==> config.mk <==
export PLATFORM = sky130hd
export DESIGN_NAME = match_run_sched_flat
export DESIGN_NICKNAME = d
export VERILOG_FILES = /design/src/rtl/match_run_sched_if.sv /design/src/rtl/match_run_sched.sv /design/src/flat_wrapper.sv
export SDC_FILE = /design/constraint.sdc
export NUM_CORES = 1
export LEC_CHECK = 0
export CORE_MARGIN = 3
export CORE_UTILIZATION = 53
export DETAILED_ROUTE_END_ITERATION = 8
export HOLD_SLACK_MARGIN = 0.15
export PLACE_DENSITY_LB_ADDON = 0.05
export REMOVE_ABC_BUFFERS = 1
export SYNTH_ARGS = -nofsm -noshare
export SYNTH_HDL_FRONTEND = slang
export SYNTH_SLANG_ARGS = --single-unit
==> constraint.sdc <==
create_clock -name clk -period 3.2 [get_ports clk]
set_clock_uncertainty 0.2 [all_clocks]
set_input_delay 0.96 -clock clk [delete_from_list [all_inputs] [get_ports clk]]
set_output_delay 0.96 -clock clk [all_outputs]
set_load 0.005 [all_outputs]
==> src/rtl/match_run_sched_if.sv <==
// match_run_sched_if: request, sample and window-report bundle for match_run_sched.
// hit_cnt exists only when MATCH_RUN_HITCNT_EN is defined.
interface match_run_sched_if;
    logic [3:0] req, a, b, gnt;
    logic busy, done, hit, abort;
    logic [1:0] done_id;
`ifdef MATCH_RUN_HITCNT_EN
    logic [31:0] hit_cnt;
`endif
    modport master (
        output req, a, b,
        input gnt, busy, done, hit, abort, done_id
`ifdef MATCH_RUN_HITCNT_EN
        , input hit_cnt
`endif
    );
    modport slave (
        input req, a, b,
        output gnt, busy, done, hit, abort, done_id
`ifdef MATCH_RUN_HITCNT_EN
        , output hit_cnt
`endif
    );
endinterface

==> src/rtl/match_run_sched.sv <==
// match_run_sched: round-robin sharing of one equal-run detector among 4 channels.
// MATCH_RUN_HITCNT_EN adds per-channel saturating hit counters on bus.hit_cnt.
module match_run_sched #(
    parameter int RUN_LEN = 4,
    parameter int MAX_WIN = 16
) (
    input logic clk,
    input logic reset,
    match_run_sched_if.slave bus
);
    typedef enum logic [1:0] {IDLE = 2'b00, ARB = 2'b01, RUN = 2'b11, REPORT = 2'b10} state_t;
    state_t state;
    logic [1:0] ptr, cur_id, win_id;
    logic [3:0] run_cnt;
    logic [7:0] win_cnt;
    logic eq, hit_now, to_now, keep;
    // Scan downward so the channel closest to ptr is assigned last and wins.
    always_comb begin
        win_id = ptr;
        for (int k = 3; k >= 0; k--) win_id = bus.req[ptr + 2'(k)] ? ptr + 2'(k) : win_id;
    end
    assign eq = bus.a[cur_id] == bus.b[cur_id];
    assign keep = bus.req[cur_id];
    assign hit_now = eq && run_cnt == 4'(RUN_LEN - 1);
    assign to_now = win_cnt == 8'(MAX_WIN - 1);
    assign bus.busy = state != IDLE;
    always_ff @(posedge clk) begin
        if (reset) begin
            state <= IDLE;
            bus.gnt <= '0;
            bus.done <= 1'b0;
            bus.hit <= 1'b0;
            bus.abort <= 1'b0;
            bus.done_id <= '0;
            ptr <= '0;
            cur_id <= '0;
            run_cnt <= '0;
            win_cnt <= '0;
        end else begin
            case (state)
                IDLE: state <= |bus.req ? ARB : IDLE;
                ARB: begin
                    if (|bus.req) begin
                        bus.gnt <= 4'b1 << win_id;
                        cur_id <= win_id;
                        run_cnt <= '0;
                        win_cnt <= '0;
                        state <= RUN;
                    end else begin
                        state <= IDLE;
                    end
                end
                RUN: begin
                    if (!keep || hit_now || to_now) begin
                        state <= REPORT;
                        bus.gnt <= '0;
                        bus.done <= 1'b1;
                        bus.hit <= keep && hit_now;
                        bus.abort <= !keep;
                        bus.done_id <= cur_id;
                        ptr <= cur_id + 2'd1;
                    end else begin
                        run_cnt <= eq ? run_cnt + 4'd1 : '0;
                        win_cnt <= win_cnt + 8'd1;
                    end
                end
                REPORT: begin
                    bus.done <= 1'b0;
                    bus.hit <= 1'b0;
                    bus.abort <= 1'b0;
                    state <= IDLE;
                end
            endcase
        end
    end
`ifdef MATCH_RUN_HITCNT_EN
    logic [7:0] cur_hits;
    assign cur_hits = bus.hit_cnt[{cur_id, 3'b000} +: 8];
    always_ff @(posedge clk) begin
        if (reset) bus.hit_cnt <= '0;
        else if (state == RUN && keep && hit_now && cur_hits != 8'hff)
            bus.hit_cnt[{cur_id, 3'b000} +: 8] <= cur_hits + 8'd1;
    end
`endif
endmodule
==> src/flat_wrapper.sv <==
// flat-port wrapper written by rule: the top's interface ports become plain ports
module match_run_sched_flat 
#(
    parameter int RUN_LEN = 4,
    parameter int MAX_WIN = 16
)
  (clk, reset, bus_req, bus_a, bus_b, bus_gnt, bus_busy, bus_done, bus_hit, bus_abort, bus_done_id);
  match_run_sched_if bus_i ();
  input logic clk;
  input logic reset;
  input wire logic [$bits(bus_i.req)-1:0] bus_req;
  input wire logic [$bits(bus_i.a)-1:0] bus_a;
  input wire logic [$bits(bus_i.b)-1:0] bus_b;
  output wire logic [$bits(bus_i.gnt)-1:0] bus_gnt;
  output wire logic [$bits(bus_i.busy)-1:0] bus_busy;
  output wire logic [$bits(bus_i.done)-1:0] bus_done;
  output wire logic [$bits(bus_i.hit)-1:0] bus_hit;
  output wire logic [$bits(bus_i.abort)-1:0] bus_abort;
  output wire logic [$bits(bus_i.done_id)-1:0] bus_done_id;
  assign bus_i.req = bus_req;
  assign bus_i.a = bus_a;
  assign bus_i.b = bus_b;
  assign bus_gnt = bus_i.gnt;
  assign bus_busy = bus_i.busy;
  assign bus_done = bus_i.done;
  assign bus_hit = bus_i.hit;
  assign bus_abort = bus_i.abort;
  assign bus_done_id = bus_i.done_id;
  match_run_sched #(.RUN_LEN(RUN_LEN), .MAX_WIN(MAX_WIN)) u_core (.clk(clk), .reset(reset), .bus(bus_i));
endmodule
==> out/qor.yml <==
rr_worst_depth: 5
synth-seq-cells: 27
hold_ws_ps: 288.6
cts_buffer_depth: 2
r2r_setup_slack_ps: 990
fin_util_pct: 70.64
crit_fanout: 5
synth_area_leaders: "dfxtp_1 (35%), a21oi_1 (5.3%), nand3_1 (4.6%)"
ys_seq_area_share_pct: 35.44
crit_type: "primary input to register"
nets: 218
synth_edf_count: 0
yosysMostFrequentCell: "dfxtp_1"
clkLatencyLatePin_ps: 320
fp.dieH_um: 59.65
outcome: "finished clean"
stdcell_count: 231
p_leak_nw: 0.6712
arrival_ps: 2810
path_buf_inv: 1
syn-instance-count: 176
drv_slew: 0
crit_slowest_cell: "mux4_2"
hp-class: "register to register"
cts.reportedPaths.clkPinSlew_ps: 140
place_area_sq_um: 1819
grtUsageTotal_pct: 21.73
rows: 18
grt_setup_unrepaired: "no"
cp.required_ps: 3220
worstHoldEndpoint: "u_core.bus.gnt[1]"
synth_area_leader_cell: "dfxtp_1"
tightest_slew_ps: 517.3
grt_overflow_total: 0
cts-root-buf: "clkbuf_4"
wirelength_mm: 3.568
r2r-end: "u_core.run_cnt[3]"
finalHoldViolCount: 0
grt-busiest-layer: "met2"
synth.avg_cell_area_sq_um: 8.666
htree_levels: 1
period_share_pct: 87.26
die_w_um: 59.65
ys_types: 44
setup-tns-final_ps: 0
synth_top_cells_by_count: "dfxtp_1 (27), a21oi_1 (16), nand2_1 (16)"
drt_iter0_drc: 139
ir_drop_mv: 0.3133
final_cell_area_sq_um: 1846
cp_slowest_stage_delay_ps: 560
initial_core_util_pct: 58.38
grt_max_degree: 21
grt_pass1_vias: 1442
drt-pass1-iter-count: 4
grt.met1_usage_pct: 27.61
fmax_mhz: 358.1
async_flop_share_pct: 0
vias_per_cell: 6.234
ctsResizeCount: 0
dr_total_vias: 1440
yosysWarnings: 0
min_path_cells: 2
placed_cells: 227
met2_usage_pct: 38.27
cts_made_buffers: 3
globalplace.congestion: 0.9121
cts_tree: "yes"
cts_hold_buf: 0
start_kind: "primary input"
crit_chain: "clkdlybuf4s50_1, mux4_2, o211a_1, a21boi_2, o21ai_0, o32ai_2"
endpoint_kind: "register"
multi_input_area_sq_um: 900.9
hpwl_mm: 2.704
ant_nets: 0
clock_sinks: 27
fin_crit_ps: 2792
r2r-start: "u_core.cur_id[0]"
register_area_sq_um: 540.5
maxCapViolations: 0
fp.dieArea_sq_um: 3558
wire_per_inst_um: 15.45
hp-start: "u_core.bus.gnt[1]"
syn_area_sq_um: 1525
ios: 24
post_cts_buffers: 0
antenna_found_initial: 0
power.density_nw_per_um2: 341.2
yosys.area.top_type_share_pct: 35.44
portBuffers: 23
gr-usage-met3_pct: 3.922
area_growth_pct: 21.00
drive_above_1_share_pct: 11.44
maxSlewHeadroom_pct: 65.51
grt_pass1_wl_mm: 6.099
setup_viol: 0
synthFlopType: "dfxtp_1"
drc: 0
antenna_cells: 0
fillers: 210
coreArea_sq_um: 2613
critPathTopFamily: "compound AO/OA/AOI/OAI gates"
## worst register-to-register path: cells and delay by family, from the launching register on
kind | cells | cell delay (ps)
AOI/OAI and AO/OA | 4 | 820
DFF | 1 | 490
muxes | 1 | 610
## final cells by class
| type | instances | share of cell area [%] |
|---|---|---|
| inverter | 8 | 1.627 |
| multi-input combinational | 130 | 48.81 |
| timing repair buffer | 32 | 16.81 |
| clock buffer | 4 | 1.424 |
| tap | 30 | 2.034 |
| sequential | 27 | 29.29 |
## how the worst max path moves through the flow
stage | startpoint | endpoint | slack [ps] | depth (start not counted)
floorplan | bus_req[3] | u_core.win_cnt[3] | 370 | 5
global placement | bus_req[2] | u_core.run_cnt[3] | 110 | 6
detailed placement | bus_req[2] | u_core.run_cnt[3] | 60 | 6
CTS | bus_req[2] | u_core.run_cnt[3] | 420 | 6
global route | bus_a[3] | u_core.run_cnt[2] | 310 | 6
finish | bus_req[2] | u_core.run_cnt[3] | 410 | 6
## through the flow
step                worst slack [ps]  total power, mW
floorplan                      370.5           0.4252
global placement               114.2           0.4841
detailed placement             59.72           0.4894
CTS                            419.6           0.6316
global route                   311.5           0.6602
finish                         407.7           0.6296
## cell families after synthesis
kind of cell	Yosys count	share of synthesized area, %
buffers and inverters	19	5.496
AOI/OAI and AO/OA	57	28.06
and+or+nand+nor	56	17.88
muxes	5	5.742
xor gates and xnor gates	10	5.742
DFF	27	35.44
adders and majority gates	2	1.640
## flip-flops by register name, indices dropped and copies added (netlist names)
name / count
u_core.bus.done: 1
u_core.run_cnt: 4
u_core.bus.hit: 1
u_core.bus.abort: 1
u_core.bus.done_id: 2
u_core.cur_id: 2
u_core.bus.gnt: 4
u_core.win_cnt: 8
u_core.ptr: 2
u_core.state: 2
## cell usage in the layout (no fill, tap or decap), types with 6 or more instances in the layout
| cell type | count |
|---|---|
| dfxtp_1 | 27 |
| clkdlybuf4s50_1 | 23 |
| nand2_1 | 16 |
| a21oi_1 | 16 |
| nand3_1 | 14 |
| nor2_1 | 9 |
| inv_1 | 8 |
| o21ai_0 | 8 |
| buf_4 | 8 |
| xnor2_1 | 6 |
## layer usage
| metal | vias to the layer above | share of wire, % |
|---|---|---|
| met5 | - | 0 |
| met4 | 0 | 0.70 |
| met3 | 5 | 4.5 |
| met2 | 48 | 52 |
| met1 | 678 | 42 |
| li1 | 709 | - |
## power breakdown
group	switching, mW	total (mW)	internal (mW)
Sequential	0.0102	0.354	0.344
Clock	0.0978	0.147	0.0489
Combinational	0.0654	0.129	0.0633
Power figures use the tool's default switching activity.
